## src/rtl/shf_arbiter.sv

```systemverilog
// Two-requester arbiter sharing one shifter: issues one operation per 3 cycles and captures tagged results.
// Build option: define SHF_ARB_RR_EN for round-robin arbitration; otherwise req0 has fixed priority.
module shf_arbiter #(
    parameter int unsigned DATASIZE = 16
) (
    input  logic                clk,
    input  logic                rst_n,
    input  logic                req0,
    input  logic                req1,
    input  logic [1:0]          cls0,
    input  logic [1:0]          cls1,
    input  logic [DATASIZE-1:0] rx0,
    input  logic [DATASIZE-1:0] rx1,
    input  logic [DATASIZE-1:0] ry0,
    input  logic [DATASIZE-1:0] ry1,
    output logic                gnt0,
    output logic                gnt1,
    output logic                busy,
    output logic                shf_en,
    output logic [1:0]          shf_cls,
    output logic [DATASIZE-1:0] shf_rx,
    output logic [DATASIZE-1:0] shf_ry,
    input  logic [DATASIZE-1:0] shf_rn,
    input  logic                shf_ov,
    input  logic                shf_z,
    output logic                done,
    output logic                done_id,
    output logic [DATASIZE-1:0] rn,
    output logic                ovflag,
    output logic                zflag,
    output logic                ov_sticky,
    input  logic                ov_clr
);

    localparam int unsigned CLS_W = 2;

    typedef enum logic [1:0] {
        ST_IDLE  = 2'd0,
        ST_ISSUE = 2'd1,
        ST_WAIT  = 2'd2
    } state_t;

    state_t                r_state;
    logic                  r_busy;
    logic                  r_shf_en;
    logic [CLS_W-1:0]      r_shf_cls;
    logic [DATASIZE-1:0]   r_shf_rx;
    logic [DATASIZE-1:0]   r_shf_ry;
    logic                  r_id;
    logic                  r_done;
    logic                  r_done_id;
    logic [DATASIZE-1:0]   r_rn;
    logic                  r_ovflag;
    logic                  r_zflag;
    logic                  r_ov_sticky;

    logic                  w_avail;
    logic                  w_pick1;
    logic                  w_grant;

`ifdef SHF_ARB_RR_EN
    logic                  r_prefer1;

    // Round-robin pointer: after a grant, the other requester is favoured.
    always_ff @(posedge clk or negedge rst_n) begin
        if (!rst_n) begin
            r_prefer1 <= 1'b0;
        end else if (w_grant) begin
            r_prefer1 <= ~w_pick1;
        end
    end
`endif

    // Grants are only offered from IDLE and never while reset is held.
    always_comb begin
        w_avail = rst_n && (r_state == ST_IDLE);
`ifdef SHF_ARB_RR_EN
        w_pick1 = req1 && (!req0 || r_prefer1);
`else
        w_pick1 = req1 && !req0;
`endif
        gnt0    = w_avail && req0 && !w_pick1;
        gnt1    = w_avail && w_pick1;
        w_grant = gnt0 || gnt1;
    end

    always_ff @(posedge clk or negedge rst_n) begin
        if (!rst_n) begin
            r_state     <= ST_IDLE;
            r_busy      <= 1'b0;
            r_shf_en    <= 1'b0;
            r_shf_cls   <= '0;
            r_shf_rx    <= '0;
            r_shf_ry    <= '0;
            r_id        <= 1'b0;
            r_done      <= 1'b0;
            r_done_id   <= 1'b0;
            r_rn        <= '0;
            r_ovflag    <= 1'b0;
            r_zflag     <= 1'b0;
            r_ov_sticky <= 1'b0;
        end else begin
            r_done <= 1'b0;
            if (ov_clr) begin
                r_ov_sticky <= 1'b0;
            end
            case (r_state)
                ST_IDLE: begin
                    if (w_grant) begin
                        r_shf_cls <= w_pick1 ? cls1 : cls0;
                        r_shf_rx  <= w_pick1 ? rx1 : rx0;
                        r_shf_ry  <= w_pick1 ? ry1 : ry0;
                        r_id      <= w_pick1;
                        r_shf_en  <= 1'b1;
                        r_busy    <= 1'b1;
                        r_state   <= ST_ISSUE;
                    end
                end
                ST_ISSUE: begin
                    r_shf_en <= 1'b0;
                    r_state  <= ST_WAIT;
                end
                ST_WAIT: begin
                    // A capture in the same cycle as ov_clr leaves only this op's overflow.
                    r_rn        <= shf_rn;
                    r_ovflag    <= shf_ov;
                    r_zflag     <= shf_z;
                    r_done_id   <= r_id;
                    r_done      <= 1'b1;
                    r_ov_sticky <= shf_ov | (r_ov_sticky & ~ov_clr);
                    r_busy      <= 1'b0;
                    r_state     <= ST_IDLE;
                end
                default: begin
                    r_shf_en <= 1'b0;
                    r_busy   <= 1'b0;
                    r_state  <= ST_IDLE;
                end
            endcase
        end
    end

    assign busy      = r_busy;
    assign shf_en    = r_shf_en;
    assign shf_cls   = r_shf_cls;
    assign shf_rx    = r_shf_rx;
    assign shf_ry    = r_shf_ry;
    assign done      = r_done;
    assign done_id   = r_done_id;
    assign rn        = r_rn;
    assign ovflag    = r_ovflag;
    assign zflag     = r_zflag;
    assign ov_sticky = r_ov_sticky;

endmodule

```

## config.mk

```make
export PLATFORM = sky130hd
export DESIGN_NAME = shf_arbiter
export DESIGN_NICKNAME = d
export VERILOG_FILES = /design/src/rtl/shf_arbiter.sv
export SDC_FILE = /design/constraint.sdc
export NUM_CORES = 1
export LEC_CHECK = 0
export BUFFER_PORTS_ARGS = -buffer_cell sky130_fd_sc_hd__buf_2
export CORE_ASPECT_RATIO = 1.4
export CORE_MARGIN = 2
export CORE_UTILIZATION = 49
export DETAILED_ROUTE_END_ITERATION = 10
export PLACE_DENSITY = 0.86
export SYNTH_ARGS = -nofsm -noshare
export SYNTH_HDL_FRONTEND = slang
export SYNTH_SLANG_ARGS = --single-unit
```

## constraint.sdc

```tcl
create_clock -name clk -period 5.1 [get_ports clk]
set_clock_uncertainty 0.1 [all_clocks]
set_input_delay 0.51 -clock clk [delete_from_list [all_inputs] [get_ports clk]]
set_output_delay 0.51 -clock clk [all_outputs]
set_load 0.005 [all_outputs]
```

==> summary.txt <==
Synthesis
  • Count of unique library cells instantiated by Yosys: 17
  • Mapped Cells: around 170
  • Portion of the post-synthesis area used by sequential elements: between 50% and 60%
  • Net count after synthesis: approximately 270
  • Synthesized area: slightly below 0.003 mm2
  • Total of flip-flops plus latches after synthesis: 60
  • Mean cell area of the mapped netlist: around 17 um2
  • Synth warn: 0

Layout
  • Filler Cell Count: ~450
  • Ratio of cells with drive above 1 in the final layout: approximately three quarters
  • Share of the core filled with cells: 66.73%
  • Most frequent cells in the layout: sky130_fd_sc_hd__buf_2 (149), sky130_fd_sc_hd__dfrtp_1 (60), sky130_fd_sc_hd__mux2_4 (59), sky130_fd_sc_hd__mux2_2 (27), sky130_fd_sc_hd__clkbuf_8 (10)
  • Cell area after layout: 0.003857 mm2
  • Layout overhead on the synthesized area: 33.81%
  • ANT cells: 0
  • Layout Cells excl Fill: roughly 400
  • Most common cell after layout, fill and taps aside: sky130_fd_sc_hd__buf_2
  • Nets@finish: around 420

Timing
  • Slew headroom: roughly a quarter
  • Number of failing hold endpoints at the final stage: 0
  • Fin. max-slew vios: 0
  • Minimum clock period after layout: roughly 2.3 ns
  • Max Clock Freq: 0.4421 GHz
  • Total of endpoints with negative setup slack in the final report: 0
  • Setup TNS: 0 ns
  • Crit share post-route: between 40% and 50%
  • Slew @ Worst Pin: ~1.1 ns
  • Unrepaired setup endpoints after global routing: false
  • Hold slack: 0.2587 ns

Clock tree
  • Quantity of hold-fixing buffers added after cts: 0
  • TritonCTS clock tree: done
  • Clock buffers created by TritonCTS: 9
  • Total clock sinks: 60
  • Later-pin clock latency in the skew report: 0.33 ns
  • Number of post-CTS setup repair buffers: 0
  • H-tree levels: 3
  • Clock input transition at the sequential cells of the worst setup and hold paths: ~0.07 ns
  • Clock tree buffer depth: 2
  • Cell at the root of the clock tree: sky130_fd_sc_hd__clkbuf_8
  • Post-cts gate resize count: 0

Critical path
  • Category of the worst setup path capture point: register
  • Reg-to-Reg End: shf_ry[9]
  • Kind of cell adding the most delay to the critical path: buffers and inverters
  • Buf/Inv on CP: 1
  • Signal arrival time at the worst endpoint: 2.37 ns
  • Launch instance of the worst register-to-register path: r_state[1]
  • FF-to-FF path depth: 4
  • Crit path launch type: register
  • Path type of the worst setup path: reg -> reg
  • Data required time of the critical path: approximately 5.2 ns
  • Critical Path, Cell by Cell: nor3b_2 -> o21ai_1 -> inv_2 -> mux2_2
  • CP max stage delay: between 0.7 and 0.8 ns
  • Critical-path maximum fanout: 35
  • Slowest cell on crit path: sky130_fd_sc_hd__inv_2
  • R2R Setup Slk: between 2 and 3 ns

Placement
  • Total placed cells including tap cells: between 300 and 400
  • Total half-perimeter wirelength after legalization and detailed placement: between 4000 and 5000 um
  • Instance area at placement: about 0.0036 mm2
  • Number of port buffers: 149
  • Routability-driven placement congestion ratio: approximately 0.74

Route
  • Final Routed Wirelength: 5742 um
  • Vias per std cell: ~4.9
  • WL per Instance: 14.32 um
  • DRT antenna net count: 0
  • Routed vias: roughly 2000
  • Iteration-0 DRC count of the detailed router: ~80
  • Number of remaining DRC errors: 0
  • Drt pass-1 iters: 3

Pwr
  • Leakage power total: 2.059 nW
  • Power per standard cell area: around 410 mW/mm2
  • Worst-case vdd ir drop: around 0.21 mV

Global route
  • First-pass GRT wire length: about 9000 um
  • Number of antenna violations at the first check in global routing: 0
  • Via count of the first global-routing pass: between 2000 and 2500
  • Global-route total usage across every layer: 18.44%
  • Residual overflow from global routing: 0
  • Maximum number of pins on one net before global-route repair: 61

Die
  • Core Rows: 33
  • I/O pin count: 150
  • Starting density of the core: about 50%
  • Core area: about 0.0058 mm2
  • Chip height: between 90 and 100 um
  • Die W: between 60 and 70 um
  • Die ar.: 0.006522 mm2

Worst hold path
  • Worst min-delay path category: in -> async

Job
  • Max Cap Viol: 0

Run status
  • Outcome: completed
-- layout make-up --
cell class / count / area (um2) / share of cell area (%)
clock buffer: 12 / 145.1 / 3.763
timing repair buffer: 150 / 753.2 / 19.53
tap: 70 / 87.58 / 2.271
sequential: 60 / 1501 / 38.92
clock inverter: 4 / 72.57 / 1.881
inverter: 5 / 18.77 / 0.4865
multi-input combinational: 100 / 1279 / 33.15
-- state kept, by name (all words and copies together), names as in the netlist --
signal / flops
ovflag: 1
shf_rx: 16
shf_cls: 2
shf_en: 1
done: 1
r_id: 1
busy: 1
done_id: 1
rn: 16
ov_sticky: 1
zflag: 1
r_state: 2
shf_ry: 16
-- cells by family (layout without fill, tap and decap cells) --
family                 Yosys count  count (layout)  synth area share [%]
and+or+nand+nor                  8               8                 1.866
muxes                           86              86                 41.28
buffers and inverters           14             171                 3.733
DFF                             60              60                 52.08
AOI/OAI and AO/OA                6               6                 1.041
-- how the worst max path moves through the flow --
stage / depth (start not counted) / slack (ns) / end / from
floorplan: 5 / 3.42 / shf_ry[10] / req0
global placement: 5 / 2.66 / shf_ry[7] / rst_n
detailed placement: 4 / 2.64 / shf_ry[9] / req0
CTS: 4 / 2.81 / shf_ry[9] / r_state[1]
global route: 4 / 2.70 / shf_ry[7] / r_state[1]
finish: 4 / 2.84 / shf_ry[9] / r_state[1]
-- layer usage --
layer,track usage (%),wire (um),up-vias
met5,0,0,-
met4,10.95,168,0
met3,5.006,399,16
met2,31.17,3004,93
met1,20.03,2170,931
li1,-,-,914
-- stage by stage --
| stage | total power, mW | worst slack, ns |
|---|---|---|
| after floorplan | 0.9337 | 3.420 |
| after global placement | 1.125 | 2.663 |
| after detailed placement | 1.148 | 2.642 |
| after CTS | 1.615 | 2.813 |
| after global routing | 1.695 | 2.705 |
| final | 1.598 | 2.838 |
-- power breakdown --
part	total, mW	internal (mW)	switching (mW)
sequential	0.685	0.614	0.0710
clock	0.465	0.288	0.178
combinational	0.448	0.289	0.159
-- synth_stat cells, drive strengths merged --
cell type / number / area (um2)
a21oi: 1 / 5.000
and2: 1 / 6.260
and3b: 1 / 8.760
buf: 9 / 88.84
dfrtp: 60 / 1501
inv: 5 / 18.76
mux2: 86 / 1190
nand2: 1 / 3.750
nand2b: 1 / 6.260
nor2: 1 / 3.750
nor2b: 2 / 12.51
nor3b: 1 / 12.51
o21ai: 5 / 25.02
-- worst register-to-register path: stages, from the launching register on --
cell	delay, ns
sky130_fd_sc_hd__dfrtp_1	0.41
sky130_fd_sc_hd__nor3b_2	0.28
sky130_fd_sc_hd__o21ai_1	0.17
sky130_fd_sc_hd__inv_2	0.74
sky130_fd_sc_hd__mux2_2	0.44
Note: power is estimated with default switching activity, not from simulation.
